### src/rtl/fpu_add_sched.sv
// Round-robin scheduler sharing one complete_add datapath between two FPU requesters.
// Word format: [31:24] signed exponent, [23:0] two's-complement mantissa; no normalisation.

module complete_add (
   input  logic [31:0] op_a,
   input  logic [31:0] op_b,
   input  logic        carry_in,
   output logic [31:0] sum,
   output logic        carry_out,
   output logic        overflow
);
   logic signed [7:0]  exp_a;
   logic signed [7:0]  exp_b;
   logic        [7:0]  exp_big;
   logic        [7:0]  shift_amt;
   logic signed [23:0] man_big;
   logic signed [23:0] man_small;
   logic signed [23:0] man_aligned;
   logic        [24:0] raw_sum;

   // opA is treated as the larger operand when exponents tie
   always_comb begin
      exp_a = op_a[31:24];
      exp_b = op_b[31:24];
      if (exp_a >= exp_b) begin
         exp_big   = op_a[31:24];
         man_big   = op_a[23:0];
         man_small = op_b[23:0];
         shift_amt = op_a[31:24] - op_b[31:24];
      end else begin
         exp_big   = op_b[31:24];
         man_big   = op_b[23:0];
         man_small = op_a[23:0];
         shift_amt = op_b[31:24] - op_a[31:24];
      end
      man_aligned = man_small >>> shift_amt;
      raw_sum     = {1'b0, man_big} + {1'b0, man_aligned} + {24'd0, carry_in};
   end

   assign sum       = {exp_big, raw_sum[23:0]};
   assign carry_out = raw_sum[24];
   assign overflow  = (man_big[23] == man_aligned[23]) && (raw_sum[23] != man_big[23]);
endmodule

module fpu_add_sched #(
   parameter int CNT_W = 16
) (
   input  logic             clk,
   input  logic             reset_n,
   input  logic [1:0]       req_valid,
   output logic [1:0]       req_ready,
   input  logic [1:0]       req_sub,
   input  logic [31:0]      req_opA0,
   input  logic [31:0]      req_opB0,
   input  logic [31:0]      req_opA1,
   input  logic [31:0]      req_opB1,
   output logic             resp_valid,
   input  logic             resp_ready,
   output logic             resp_id,
   output logic [31:0]      resp_sum,
   output logic             resp_carry,
   output logic             resp_ovf,
   output logic             busy,
   output logic [CNT_W-1:0] done_cnt0,
   output logic [CNT_W-1:0] done_cnt1
);
   typedef enum logic [1:0] {IDLE, EXEC, DONE} state_t;

   localparam logic [CNT_W-1:0] CNT_ONE = {{(CNT_W-1){1'b0}}, 1'b1};

   state_t      state;
   state_t      state_next;
   logic        last_grant;
   logic        grant_id;
   logic        grant_any;
   logic        handshake;
   logic [31:0] sel_a;
   logic [31:0] sel_b;
   logic [31:0] op_a_r;
   logic [31:0] op_b_r;
   logic        id_r;
   logic [31:0] add_sum;
   logic        add_carry;
   logic        add_ovf;

   // On a tie the requester that did not win last time gets the slot
   always_comb begin
      grant_id  = 1'b0;
      grant_any = 1'b0;
      case (req_valid)
         2'b01: begin
            grant_id  = 1'b0;
            grant_any = 1'b1;
         end
         2'b10: begin
            grant_id  = 1'b1;
            grant_any = 1'b1;
         end
         2'b11: begin
            grant_id  = ~last_grant;
            grant_any = 1'b1;
         end
         default: begin
            grant_id  = 1'b0;
            grant_any = 1'b0;
         end
      endcase
   end

   assign handshake = (state == IDLE) && grant_any;

   always_comb begin
      req_ready = 2'b00;
      if (handshake && reset_n) begin
         req_ready = grant_id ? 2'b10 : 2'b01;
      end
   end

   // Subtraction folds into the add by negating opB's mantissa at capture time
   always_comb begin
      sel_a = grant_id ? req_opA1 : req_opA0;
      sel_b = grant_id ? req_opB1 : req_opB0;
      if (req_sub[grant_id]) begin
         sel_b[23:0] = ~sel_b[23:0] + 24'd1;
      end
   end

   always_comb begin
      state_next = state;
      case (state)
         IDLE:    if (handshake) state_next = EXEC;
         EXEC:    state_next = DONE;
         DONE:    if (resp_ready) state_next = IDLE;
         default: state_next = IDLE;
      endcase
   end

   always_ff @(posedge clk or negedge reset_n) begin
      if (!reset_n) begin
         state <= IDLE;
      end else begin
         state <= state_next;
      end
   end

   complete_add u_add (
      .op_a      (op_a_r),
      .op_b      (op_b_r),
      .carry_in  (1'b0),
      .sum       (add_sum),
      .carry_out (add_carry),
      .overflow  (add_ovf)
   );

   // last_grant resets to 1 so requester 0 wins the first tie
   always_ff @(posedge clk or negedge reset_n) begin
      if (!reset_n) begin
         op_a_r     <= 32'd0;
         op_b_r     <= 32'd0;
         id_r       <= 1'b0;
         last_grant <= 1'b1;
         resp_id    <= 1'b0;
         resp_sum   <= 32'd0;
         resp_carry <= 1'b0;
         resp_ovf   <= 1'b0;
         done_cnt0  <= '0;
         done_cnt1  <= '0;
      end else begin
         if (handshake) begin
            op_a_r     <= sel_a;
            op_b_r     <= sel_b;
            id_r       <= grant_id;
            last_grant <= grant_id;
         end
         if (state == EXEC) begin
            resp_id    <= id_r;
            resp_sum   <= add_sum;
            resp_carry <= add_carry;
            resp_ovf   <= add_ovf;
         end
         if ((state == DONE) && resp_ready) begin
            if (id_r) begin
               done_cnt1 <= done_cnt1 + CNT_ONE;
            end else begin
               done_cnt0 <= done_cnt0 + CNT_ONE;
            end
         end
      end
   end

   assign resp_valid = (state == DONE);
   assign busy       = (state != IDLE);
endmodule

### config.mk
export PLATFORM = sky130hd
export DESIGN_NAME = fpu_add_sched
export DESIGN_NICKNAME = d
export VERILOG_FILES = /design/src/rtl/fpu_add_sched.sv
export SDC_FILE = /design/constraint.sdc
export NUM_CORES = 1
export LEC_CHECK = 0
export BUFFER_PORTS_ARGS = -buffer_cell sky130_fd_sc_hd__buf_2
export CAP_MARGIN = 10
export CORE_AREA = 5 5 120 168
export DETAILED_ROUTE_END_ITERATION = 6
export DIE_AREA = 0 0 125 173
export GPL_TIMING_DRIVEN = 0
export PLACE_DENSITY_LB_ADDON = 0.12
export SETUP_SLACK_MARGIN = 0.3
export SKIP_CTS_REPAIR_TIMING = 1
export SLEW_MARGIN = 20
export SYNTH_ARGS = -nofsm -noshare
export SYNTH_HDL_FRONTEND = slang
export SYNTH_SLANG_ARGS = --single-unit
### constraint.sdc
create_clock -name clk -period 6.6 [get_ports clk]
set_clock_uncertainty 0.2 [all_clocks]
set_input_delay 0.66 -clock clk [delete_from_list [all_inputs] [get_ports clk]]
set_output_delay 0.66 -clock clk [all_outputs]
set_load 0.03 [all_outputs]
# Yosys cells after proc, flatten, opt, wreduce, memory -nomap -nowiden
# Index checks and enable logic that the tools add are counted.
# word_totals
reg_bits,135
latch_bits,0
ramBits,0
mem_bits_ro,0
inputBits,135
out_inout_bits,71
wordCells,58
memories,0
# op_classes
add_sub_neg,6
multipliers,0
div,0
order_cmp,2
eq_ne,9
n_shift,1
n_mux,16
n_bitwise,3
reduce_logical,10
# op_table
cell,count
2-to-1 mux 24 bit,3
2-to-1 mux 32 bit,2
"adder 16 x 1 -> 16 bit, second input constant",2
adder 24 x 24 -> 25 bit,1
"adder 24 x 1 -> 24 bit, second input constant",1
inverter 24 bit,1
>>> shifter 24 x 8 -> 24 bit,1
2-to-1 mux 8 bit,2
subtractor 8 bit,2
greater-or-equal comparator 8 bit,1
2-to-1 mux 2 bit,4
"equality test 2 bit, second input constant",3
case mux 2 bit (3 select lines),1
AND reduction 2 bit,3
"equality test 2 x 1 -> 1 bit, second input constant",2
logical AND 1 bit,4
2-to-1 mux 1 bit,3
OR reduction 3 bit,1
zero test 2 bit,1
"less-than comparator 1 x 2 -> 1 bit, second input constant",1
"inequality test 2 x 1 -> 1 bit, second input constant",1
"inequality test 2 bit, second input constant",1
inverter 1 bit,2
case mux 1 bit (2 select lines),1
other kinds (3),3

# Logic depth before layout (Yosys ltp)
# depth
depth_word,6
mapped_depth,26
depth_no_buf,24

# Hierarchy
# Synthesis repeated with hierarchy kept, for this count alone.
# unflattened
hier_cells,1157
hier_area_um2,10417.5
# modules_own_cells
module,instances,cells_each,area_per_inst_um2,seq_area_each_um2
fpu_add_sched,1,676,6643.9,3379.5
complete_add,1,481,3773.6,0.0

# Worst setup path before layout
# No wires, ideal clock.
# synth_path
path_type,register to register
start,reg op_a_r[24]
end,reg resp_ovf
setup_time_ps,95
t_arrival_ps,5708
required_time_ps,6305
slack_ps,596
stages_incl_launch_ff,22
path_buffers,0
period_less_slack_ps,6004
path_cell_list,dfrtp_1 inv_1 ha_1 fa_1 nand3b_2 a311oi_4 nor2_4 o311a_1 nor4_1 mux2_2 o32a_1 o221ai_1 ha_1 a211oi_1 o211ai_1 a41o_1 o31a_1 a41o_1 o41ai_1 o31ai_1 xor2_1 o31ai_1
# synth_via
elab_chain_cells,6
elab_cells_between_ends,11
cone_classes,3 x add/sub; 1 x order compare; 2 x eq/ne; 1 x shift; 3 x mux; 1 x reduce/logical
# synth_lines
element,line,source
"start, declared",79,logic [31:0] op_a_r;
"start signal, assigned",170,op_a_r <= sel_a;
subtractor 8 bit (tied with other cells),34,shift_amt = op_b[31:24] - op_a[31:24];
2-to-1 mux 8 bit or 2-to-1 mux 24 bit (tied branches),25,if (exp_a >= exp_b) begin
>>> shifter 24 x 8 -> 24 bit,36,man_aligned = man_small >>> shift_amt;
adder 24 x 24 -> 25 bit,37,"raw_sum = {1'b0, man_big} + {1'b0, man_aligned} + {24'd0, carry_in};"
inequality test 1 bit,42,assign overflow = (man_big[23] == man_aligned[23]) && (raw_sum[23] != man_big[23]);
logical AND 1 bit *,42,
"end signal, assigned",179,resp_ovf <= add_ovf;
"end, declared",62,"output logic resp_ovf,"
# Every way passes the cells marked *; elsewhere a longest branch is shown, timed or not.
# A chain may end at the register's enable or synchronous reset.

# Worst setup path in the final report
# layout_path
start,reg op_a_r[24]
end,reg resp_sum[22]
# layout_via
elab_chain_cells,4
elab_cells_between_ends,8
cone_classes,3 x add/sub; 1 x order compare; 1 x shift; 3 x mux
# layout_lines
element,line,source
subtractor 8 bit (tied with other cells),34,
2-to-1 mux 8 bit or 2-to-1 mux 24 bit (tied branches),25,
>>> shifter 24 x 8 -> 24 bit,36,
adder 24 x 24 -> 25 bit *,37,
"end signal, assigned",177,resp_sum <= add_sum;
"end, declared",60,"output logic [31:0] resp_sum,"
# Marked as above.

==> results.ini <==
[die]
io_pins=206
die_h_um=173
rows=59
start_util_pct=56.4
die_area_um2=21600
die_width_um=125
core_um2=18400

[synthesis]
async_flop_share_pct=100
syn_avg_cell_area_um2=8.27
yosys_register_bits=135
synth_fa_ha_area_share_pct=5.65
syn_area_um2=10400
synth_edf_count=0
ys.flop_type=dfrtp_1
yosys_warnings=0
syn_inst=1254
synth_nets=1434
synth.distinct_cells=82
synth_mux_area_share_pct=10.7
yosys.area_share.simple_pct=21.4
synthXorXnorAreaFrac_pct=6.31
synth-compound-area-share_pct=19.1
ys_seq_area_share_pct=32.6
synth_top_family_by_area=simple AND/OR/NAND/NOR gates

[outcome]
status=completed

[setup_path]
startpoint_type=register
worstSetupPathType=register to register
reg2regPathDepth=25
cp.arrival_ns=6.46
critPathMaxFanout=8
crit_buf_inv=4
crit_start=op_a_r[24]
critPathRequiredTime_ns=6.70
slowest_delay_ns=0.56
reg2reg_from=op_a_r[24]
crit_path_end_kind=register
slowest_stage=mux4_2
critical-path-top-delay-family=compound AO/OA/AOI/OAI gates
r2r_end=resp_sum[22]
r2r_setup_slack_ns=0.24

[routing]
drc=0
avgRoutedWirePerCell_um=19.5
antenna_left=0
drtIter0Drc=522
vias_per_cell=5.98
vias=10600
wirelength_mm=34.6
drt_pass1_iterations=7

[clock_network]
cts_buffer_depth=2
numCtsBuffers=17
cts_root_buf=clkbuf_16
cts_tree=built
path_clk_slew_ns=0.07
clk_latency_ns=0.43
numClockSinks=135
htree_levels=4

[finish]
drive_gt1_share_pct=27.1
area_growth_pct=27.4
post-route-util_pct=71.9
final_nets=1699
nFillCells=1475
n_antenna_cell=0

[global_route]
gr-total-overflow=0
grt_usage_pct=30.6
grt_max_degree=99
grt_pass1_vias=10200
grt_pass1_wl_mm=53.5
antenna_found_initial=0

[hold_path]
hold_end=last_grant
holdCritPathClass=primary input to register
min_delay_path_depth=2
hp-start=req_valid[0]

[placement]
port_buffers=205
hpwl_mm=26.6
routabilityCongestion=0.978

[sta]
fin_crit_sh_pct=96.4
grt_setup_unrepaired=yes
setup_viol=0
drv_slew=0
slew_headroom_pct=48.0
tightest_slew_ns=0.780
hold_violations=0
finalCriticalPeriod_ns=6.36
timing.fmax_mhz=157

[run]
cap_violations=0

## cells in the mapped netlist (5+ instances only)
master	number	share of area, %
nand3_1	27	1.3
a211oi_1	17	1.2
a21oi_1	61	2.9
clkbuf_1	44	1.6
buf_2	16	0.77
o21ai_0	77	3.7
nor3_1	20	0.97
mux4_2	22	4.8
ha_1	42	5.1
inv_1	32	1.2
nor2_1	97	3.5
nand2b_1	7	0.42
dfrtp_1	134	32
xor2_1	30	2.5
nand4_1	10	0.60
xnor2_1	41	3.5
nand2_1	300	11
o221ai_1	6	0.51
and3_1	13	0.78
o31ai_1	9	0.65
a21o_1	10	0.72
nor4_1	8	0.48
nor2b_1	11	0.66
a31o_2	5	0.42
or3_1	7	0.42
a31oi_1	55	3.3
mux2_2	6	0.65
mux2i_1	51	4.9
## cell families after synthesis
logic type / count (synthesis)
compound gates: 301
xor+xnor: 73
fa+ha+maj: 45
buf+inv: 102
flops: 135
mux: 81
simple gates: 517
## cells in the final DEF (no fill, tap or decap), types with 36 or more instances in the layout
| master | count |
|---|---|
| a21oi_1 | 58 |
| a31oi_1 | 51 |
| buf_2 | 214 |
| buf_4 | 38 |
| clkbuf_1 | 43 |
| dfrtp_1 | 134 |
| ha_1 | 36 |
| mux2i_1 | 42 |
| nand2_1 | 296 |
| nor2_1 | 96 |
| o21ai_0 | 69 |
| xnor2_1 | 40 |
## metrics by stage
stage	cell area (um2)	hold slack, ns	setup WS [ns]	TNS [ns]	std cells
floorplan	10400	0.164	0.596	0	1254
global placement	11700	0.244	-0.565	-2.78	1703
detailed placement	11700	0.250	-0.554	-2.69	1704
CTS	12300	-0.101	-0.597	-3.09	1736
global route	13200	0.236	0.000290	0	1776
finish	13200	0.227	0.237	0	1776
## state kept, by name (all words and copies together) (netlist names)
name / count
done_cnt0: 16
done_cnt1: 16
id_r: 1
last_grant: 1
op_a_r: 32
op_b_r: 32
resp_carry: 1
resp_id: 1
resp_ovf: 1
resp_sum: 32
state: 2
## layout make-up
type                       instances  area [um2]  area share [%]
timing repair buffer             245        1390            10.5
buffer                            69         379            2.87
clock buffer                      18         429            3.25
sequential                       135        3380            25.6
multi-input combinational       1018        7070            53.5
inverter                          33         124           0.938
clock inverter                    14         139            1.05
tap                              244         305            2.31
## worst max path at each step
stage | endpoint | depth (start not counted)
after global placement | resp_ovf | 23
after detailed placement | resp_ovf | 23
after global routing | resp_ovf | 24
after CTS | resp_ovf | 23
final | resp_sum[22] | 25
after floorplan | resp_ovf | 21
## routing by layer
metal	share of wire (%)	vias up	track usage [%]
li1	-	5003	-
met1	37	5085	36.2
met2	51	425	54.2
met3	7.0	102	5.56
met4	4.8	0	13.0
met5	0	-	0
Power is left out: the tool's default activity adds up to more than one toggle a clock period on the data nets, which glitch-free logic cannot reach.
